**config.mk**
```make
export PLATFORM = sky130hd
export DESIGN_NAME = rv_mem_arbiter_flat
export DESIGN_NICKNAME = d
export VERILOG_FILES = /design/src/rtl/rv_mem_arbiter_if.sv /design/src/rtl/rv_mem_arbiter.sv /design/src/flat_wrapper.sv
export SDC_FILE = /design/constraint.sdc
export NUM_CORES = 1
export LEC_CHECK = 0
export ABC_AREA = 1
export CAP_MARGIN = 20
export CORE_MARGIN = 1
export CORE_UTILIZATION = 25
export CTS_BUF_LIST = sky130_fd_sc_hd__clkbuf_8 sky130_fd_sc_hd__clkbuf_16
export DETAILED_ROUTE_END_ITERATION = 10
export PLACE_DENSITY = 0.61
export SLEW_MARGIN = 30
export SYNTH_ARGS = -nofsm -noshare
export SYNTH_HDL_FRONTEND = slang
export SYNTH_SLANG_ARGS = --single-unit
```
**constraint.sdc**
```tcl
create_clock -name clk -period 2.1 [get_ports clk]
set_input_delay 0.42 -clock clk [delete_from_list [all_inputs] [get_ports clk]]
set_output_delay 0.42 -clock clk [all_outputs]
set_load 0.02 [all_outputs]
```
**src/rtl/rv_mem_arbiter_if.sv**
```systemverilog
// Memory bus between the arbiter (master) and the single-port memory (slave).
interface rv_mem_arbiter_if #(
   parameter int unsigned AW = 32,
   parameter int unsigned DW = 32
) ();
   logic              bus_req;
   logic              bus_we;
   logic [DW/8-1:0]   bus_wstrb;
   logic [AW-1:0]     bus_addr;
   logic [DW-1:0]     bus_wdata;
   logic              bus_gnt;
   logic              bus_rvalid;
   logic [DW-1:0]     bus_rdata;

   modport master (
      output bus_req, bus_we, bus_wstrb, bus_addr, bus_wdata,
      input  bus_gnt, bus_rvalid, bus_rdata
   );

   modport slave (
      input  bus_req, bus_we, bus_wstrb, bus_addr, bus_wdata,
      output bus_gnt, bus_rvalid, bus_rdata
   );
endinterface

```
**src/rtl/rv_mem_arbiter.sv**
```systemverilog
// Shares one memory bus between the IF fetch port and the MEM data port,
// one transaction in flight, with fetch-kill and data-run fairness handling.
module rv_mem_arbiter #(
   parameter int unsigned AW         = 32,
   parameter int unsigned DW         = 32,
   parameter int unsigned MAX_DM_RUN = 4
) (
   input  logic              clk,
   input  logic              rst,
   input  logic              if_req,
   input  logic [AW-1:0]     if_addr,
   input  logic              if_kill,
   output logic              if_ack,
   output logic [DW-1:0]     if_rdata,
   input  logic              dm_req,
   input  logic              dm_we,
   input  logic [DW/8-1:0]   dm_wstrb,
   input  logic [AW-1:0]     dm_addr,
   input  logic [DW-1:0]     dm_wdata,
   output logic              dm_ack,
   output logic [DW-1:0]     dm_rdata,
   rv_mem_arbiter_if.master  bus,
   output logic              stall_if,
   output logic              stall_mem
);

   typedef enum logic [1:0] {StIdle, StAddr, StWait, StResp} state_e;
   typedef enum logic {OwnIf, OwnDm} owner_e;

   localparam logic [3:0] RunMax = 4'(MAX_DM_RUN);

   state_e            state_q;
   owner_e            owner_q;
   logic              kill_q;
   logic [3:0]        dm_run_q;
   logic              if_ack_q;
   logic              dm_ack_q;
   logic [DW-1:0]     if_rdata_q;
   logic [DW-1:0]     dm_rdata_q;
   logic              bus_req_q;
   logic              bus_we_q;
   logic [DW/8-1:0]   bus_wstrb_q;
   logic [AW-1:0]     bus_addr_q;
   logic [DW-1:0]     bus_wdata_q;

   logic if_valid;
   logic if_wins;

   // A killed fetch is not a request; IF only beats DM once DM has had its run.
   assign if_valid = if_req & ~if_kill;
   assign if_wins  = if_valid & (~dm_req | (dm_run_q == RunMax));

   always_ff @(posedge clk) begin
      if (rst) begin
         state_q     <= StIdle;
         owner_q     <= OwnIf;
         kill_q      <= 1'b0;
         dm_run_q    <= 4'd0;
         if_ack_q    <= 1'b0;
         dm_ack_q    <= 1'b0;
         if_rdata_q  <= '0;
         dm_rdata_q  <= '0;
         bus_req_q   <= 1'b0;
         bus_we_q    <= 1'b0;
         bus_wstrb_q <= '0;
         bus_addr_q  <= '0;
         bus_wdata_q <= '0;
      end else begin
         if_ack_q <= 1'b0;
         dm_ack_q <= 1'b0;
         if (if_kill && (owner_q == OwnIf) && (state_q != StIdle)) begin
            kill_q <= 1'b1;
         end
         unique case (state_q)
            StIdle: begin
               if (if_wins) begin
                  owner_q     <= OwnIf;
                  bus_req_q   <= 1'b1;
                  bus_we_q    <= 1'b0;
                  bus_wstrb_q <= '1;
                  bus_addr_q  <= if_addr;
                  bus_wdata_q <= '0;
                  dm_run_q    <= 4'd0;
                  state_q     <= StAddr;
               end else if (dm_req) begin
                  owner_q     <= OwnDm;
                  bus_req_q   <= 1'b1;
                  bus_we_q    <= dm_we;
                  bus_wstrb_q <= dm_wstrb;
                  bus_addr_q  <= dm_addr;
                  bus_wdata_q <= dm_wdata;
                  if (!if_valid) begin
                     dm_run_q <= 4'd0;
                  end else if (dm_run_q != RunMax) begin
                     dm_run_q <= dm_run_q + 4'd1;
                  end
                  state_q <= StAddr;
               end
            end
            StAddr: begin
               if (bus.bus_gnt) begin
                  bus_req_q <= 1'b0;
                  state_q   <= StWait;
               end
            end
            StWait: begin
               if (bus.bus_rvalid) begin
                  state_q <= StResp;
                  if (owner_q == OwnDm) begin
                     dm_ack_q   <= 1'b1;
                     dm_rdata_q <= bus.bus_rdata;
                  end else if (!kill_q && !if_kill) begin
                     if_ack_q   <= 1'b1;
                     if_rdata_q <= bus.bus_rdata;
                  end
               end
            end
            StResp: begin
               kill_q  <= 1'b0;
               state_q <= StIdle;
            end
            default: state_q <= StIdle;
         endcase
      end
   end

   // A kill arriving in the response cycle itself still drops the fetch ack.
   assign if_ack    = if_ack_q & ~if_kill;
   assign if_rdata  = if_rdata_q;
   assign dm_ack    = dm_ack_q;
   assign dm_rdata  = dm_rdata_q;
   assign stall_if  = if_req & ~if_ack & ~if_kill;
   assign stall_mem = dm_req & ~dm_ack;

   assign bus.bus_req   = bus_req_q;
   assign bus.bus_we    = bus_we_q;
   assign bus.bus_wstrb = bus_wstrb_q;
   assign bus.bus_addr  = bus_addr_q;
   assign bus.bus_wdata = bus_wdata_q;

endmodule

```
**src/flat_wrapper.sv**
```systemverilog
// flat-port wrapper written by rule: the top's interface ports become plain ports
module rv_mem_arbiter_flat 
#(
   parameter int unsigned AW         = 32,
   parameter int unsigned DW         = 32,
   parameter int unsigned MAX_DM_RUN = 4
)
  (clk, rst, if_req, if_addr, if_kill, if_ack, if_rdata, dm_req, dm_we, dm_wstrb, dm_addr, dm_wdata, dm_ack, dm_rdata, stall_if, stall_mem, bus_bus_req, bus_bus_we, bus_bus_wstrb, bus_bus_addr, bus_bus_wdata, bus_bus_gnt, bus_bus_rvalid, bus_bus_rdata);
  rv_mem_arbiter_if #(.AW(AW), .DW(DW)) bus_i ();
  input  logic clk;
  input  logic rst;
  input  logic if_req;
  input  logic [AW-1:0] if_addr;
  input  logic if_kill;
  output logic if_ack;
  output logic [DW-1:0] if_rdata;
  input  logic dm_req;
  input  logic dm_we;
  input  logic [DW/8-1:0] dm_wstrb;
  input  logic [AW-1:0] dm_addr;
  input  logic [DW-1:0] dm_wdata;
  output logic dm_ack;
  output logic [DW-1:0] dm_rdata;
  output logic stall_if;
  output logic stall_mem;
  output wire logic [$bits(bus_i.bus_req)-1:0] bus_bus_req;
  output wire logic [$bits(bus_i.bus_we)-1:0] bus_bus_we;
  output wire logic [$bits(bus_i.bus_wstrb)-1:0] bus_bus_wstrb;
  output wire logic [$bits(bus_i.bus_addr)-1:0] bus_bus_addr;
  output wire logic [$bits(bus_i.bus_wdata)-1:0] bus_bus_wdata;
  input wire logic [$bits(bus_i.bus_gnt)-1:0] bus_bus_gnt;
  input wire logic [$bits(bus_i.bus_rvalid)-1:0] bus_bus_rvalid;
  input wire logic [$bits(bus_i.bus_rdata)-1:0] bus_bus_rdata;
  assign bus_bus_req = bus_i.bus_req;
  assign bus_bus_we = bus_i.bus_we;
  assign bus_bus_wstrb = bus_i.bus_wstrb;
  assign bus_bus_addr = bus_i.bus_addr;
  assign bus_bus_wdata = bus_i.bus_wdata;
  assign bus_i.bus_gnt = bus_bus_gnt;
  assign bus_i.bus_rvalid = bus_bus_rvalid;
  assign bus_i.bus_rdata = bus_bus_rdata;
  rv_mem_arbiter #(.AW(AW), .DW(DW), .MAX_DM_RUN(MAX_DM_RUN)) u_core (.clk(clk), .rst(rst), .if_req(if_req), .if_addr(if_addr), .if_kill(if_kill), .if_ack(if_ack), .if_rdata(if_rdata), .dm_req(dm_req), .dm_we(dm_we), .dm_wstrb(dm_wstrb), .dm_addr(dm_addr), .dm_wdata(dm_wdata), .dm_ack(dm_ack), .dm_rdata(dm_rdata), .bus(bus_i), .stall_if(stall_if), .stall_mem(stall_mem));
endmodule
```
==> results.sh <==
export IMPL_routedWlPerCell_microns=13.7
export IMPL_max_slew_margin_rel=0.560
export IMPL_dpl_hpwl_mm=13.3
export IMPL_r2r_slack_ns=0.45
export IMPL_synth_fa_ha_area_frac=0.0127
export IMPL_crit_path_end_kind="primary output"
export IMPL_io_pins=278
export IMPL_die_y_microns=156
export IMPL_peakVddDrop_v=0.000429
export IMPL_place_congestion=0.754
export IMPL_synth_compound_area_frac=0.152
export IMPL_regToRegStartpoint="u_core.dm_run_q[0]$_SDFFE_PP0P_"
export IMPL_synth_seq_area_share=0.489
export IMPL_rsz0062_at_grt="no"
export IMPL_synth_top_cells_by_area="dfxtp_1 (49%), a21oi_1 (9.2%), nand3_1 (8.9%), inv_1 (7.6%), nand2_1 (7.2%)"
export IMPL_drt_iter0_markers=267
export IMPL_period_needed_ns=1.91
export IMPL_crit_start="if_kill"
export IMPL_fill_cells=2369
export IMPL_wl_mm=19.2
export IMPL_synth_distinct_cells=21
export IMPL_start_util=0.258
export IMPL_r2r_end="u_core.bus.bus_wstrb[0]$_SDFFE_PP0P_"
export IMPL_synthCells=814
export IMPL_dpl_cell_count=1375
export IMPL_core_area_sq_um=22800
export IMPL_clock_sinks=144
export IMPL_max_freq_mhz=523
export IMPL_grt_pass1_wl_mm=29.8
export IMPL_synth_top_area_share=0.489
export IMPL_clock_latency_ns=0.42
export IMPL_worstRegToRegCells=9
export IMPL_slew_viol_final=0
export IMPL_worst_hold_slack_ns=0.442
export IMPL_antenna_found_initial=0
export IMPL_die_area_sq_um=24200
export IMPL_numPortBuffers=277
export IMPL_ys_ff_latch=144
export IMPL_num_rows=55
export IMPL_synth_top_family_by_area="simple AND/OR/NAND/NOR gates"
export IMPL_fin_skew_ns=0.00941
export IMPL_holdCritPathClass="reg -> reg"
export IMPL_grt_total_usage=0.158
export IMPL_yosysWarnings=0
export IMPL_crit_end="stall_if"
export IMPL_antenna_cells=0
export IMPL_yosysTopAreaCell="dfxtp_1"
export IMPL_avgViaCountPerCell=4.32
export IMPL_path_clk_slew_ns=0.06
export IMPL_grt_pass1_vias=5654
export IMPL_status="finished clean"
export IMPL_cts_buffer_depth=2
export IMPL_cts_setup_buffers=0
export IMPL_drc_errors=0
export IMPL_setup_viol=0
export IMPL_synth_area_per_cell_sq_um=7.24
export IMPL_firstDrtPassIters=5
export IMPL_synth_fp_nets=960
export IMPL_hold_viol=0
export IMPL_synth_area_mux_share=0
export IMPL_cts_tree="done"
export IMPL_crit_required_ns=1.68
export IMPL_critPathLaunchType="input pin"
export IMPL_cp_data_arrival_time_ns=1.49
export IMPL_cp_max_fo=2
export IMPL_placed_area_sq_um=9090
export IMPL_vias=6076
export IMPL_worst_pin_slew_ns=0.660
export IMPL_synth_simple_gate_area_frac=0.220
export IMPL_final_common_cell="clkdlybuf4s50_1"
export IMPL_final_cell_mix="clkdlybuf4s50_1 (273), dfxtp_1 (144), inv_1 (121)"
export IMPL_synth_xor_area_share=0
export IMPL_syn_area_sq_um=5890
export IMPL_die_w_microns=156
export IMPL_p_leak_nw=3.87
export IMPL_cts_made_buffers=17
export IMPL_finalPower_mw=10.1
export IMPL_critical_path_class="in -> out"
export IMPL_cts_root_buf="clkbuf_16"
export IMPL_ant_nets=0
export IMPL_layout_nets=1227
export IMPL_cts_htree_levels=4
export IMPL_period_share=0.911
export IMPL_design_area_sq_um=9700
export IMPL_areaGrowthSynthToFinish_pct=64.5
export IMPL_cap_viol_max_count=0
export IMPL_powerDensity_nw_per_um2=1040
export IMPL_grt_max_degree=69
export IMPL_final_cells=1407
export IMPL_grt_overflow=0
export IMPL_final_layout_size_suffix_gt1_frac=0.0622
==> through the flow <==
step / setup TNS (ns) / utilization / worst slack (ns)
floorplan: 0 / - / 0.627
global placement: -0.172 / 0.398 / -0.130
detailed placement: -0.245 / 0.398 / -0.130
CTS: 0 / 0.424 / 0.147
global route: 0 / 0.424 / 0.131
finish: 0 / 0.424 / 0.187
==> report_power, final <==
group	leakage, nW	internal [mW]	total, mW	switching, mW
registers	1.18	3.20	3.44	0.238
clock network	0.293	1.89	3.19	1.30
logic	2.41	1.57	3.48	1.91
total	3.87	6.67	10.1	3.45
==> worst min-delay path by stage <==
| stage | startpoint | to | slack [ns] | cells after the start |
|---|---|---|---|---|
| global route | u_core.if_rdata[10]$_SDFFE_PP0P_ | u_core.if_rdata[10]$_SDFFE_PP0P_ | 0.46 | 2 |
| finish | u_core.if_rdata[26]$_SDFFE_PP0P_ | u_core.if_rdata[26]$_SDFFE_PP0P_ | 0.44 | 2 |
| detailed placement | u_core.if_rdata[18]$_SDFFE_PP0P_ | u_core.if_rdata[18]$_SDFFE_PP0P_ | 0.43 | 2 |
| floorplan | u_core.owner_q$_SDFFE_PP0P_ | u_core.owner_q$_SDFFE_PP0P_ | 0.47 | 2 |
| global placement | u_core.if_rdata[13]$_SDFFE_PP0P_ | u_core.if_rdata[13]$_SDFFE_PP0P_ | 0.43 | 2 |
| CTS | u_core.if_rdata[18]$_SDFFE_PP0P_ | u_core.if_rdata[18]$_SDFFE_PP0P_ | 0.44 | 2 |
==> cell usage after synthesis <==
cell type / instances
nand2_1: 113
o21ai_1: 2
nor3_1: 1
ha_1: 6
nand2_2: 3
nor2_2: 1
o21ai_0: 67
clkbuf_2: 1
nand4_1: 3
inv_1: 119
o31ai_1: 1
dfxtp_1: 144
buf_2: 14
a21oi_1: 108
buf_4: 7
clkbuf_1: 31
nand3_1: 105
nor2_1: 80
buf_1: 2
inv_2: 3
buf_6: 3
==> worst max-delay path, cell delays in order <==
cell and delay [ns]:
clkdlybuf4s50_1 0.44, inv_2 0.08, nand2_2 0.05, nor2_1 0.15, dlygate4sd2_1 0.36
==> metal layers <==
| metal | track usage | wire length (microns) | vias up |
|---|---|---|---|
| li1 | - | - | 3121 |
| met1 | 0.196 | 8650 | 2723 |
| met2 | 0.247 | 8400 | 217 |
| met3 | 0.0656 | 1920 | 15 |
| met4 | 0.0481 | 263 | 0 |
| met5 | 0 | 0 | - |
==> timing repair <==
item,CTS,global route
hold buffers,0,0
endpoints found under the setup margin,3,0
gates resized for setup,3,0
==> registers in the layout, indices dropped and copies added, names as in the netlist, 2 cells and up <==
register              flops
u_core.bus.bus_wstrb      4
u_core.bus.bus_addr      32
u_core.if_rdata          32
u_core.dm_run_q           4
u_core.dm_rdata          32
u_core.state_q            2
u_core.bus.bus_wdata     32
==> kinds of logic after synthesis <==
family | after synthesis
AO/OA/AOI/OAI | 178
adder cells (fa/ha/maj) | 6
buffers and inverters | 180
flip-flops | 144
AND/OR/NAND/NOR | 306
==> layout make-up <==
class,instances,area [sq um],area share
repair buffers,306,3080,0.318
clock buffers,17,425,0.0439
clock inverters,15,185,0.0191
multi-input cells,490,2270,0.234
well taps,313,392,0.0404
inverters,122,458,0.0472
flip-flops and latches,144,2880,0.297
Note: power is estimated with default switching activity, not from simulation.
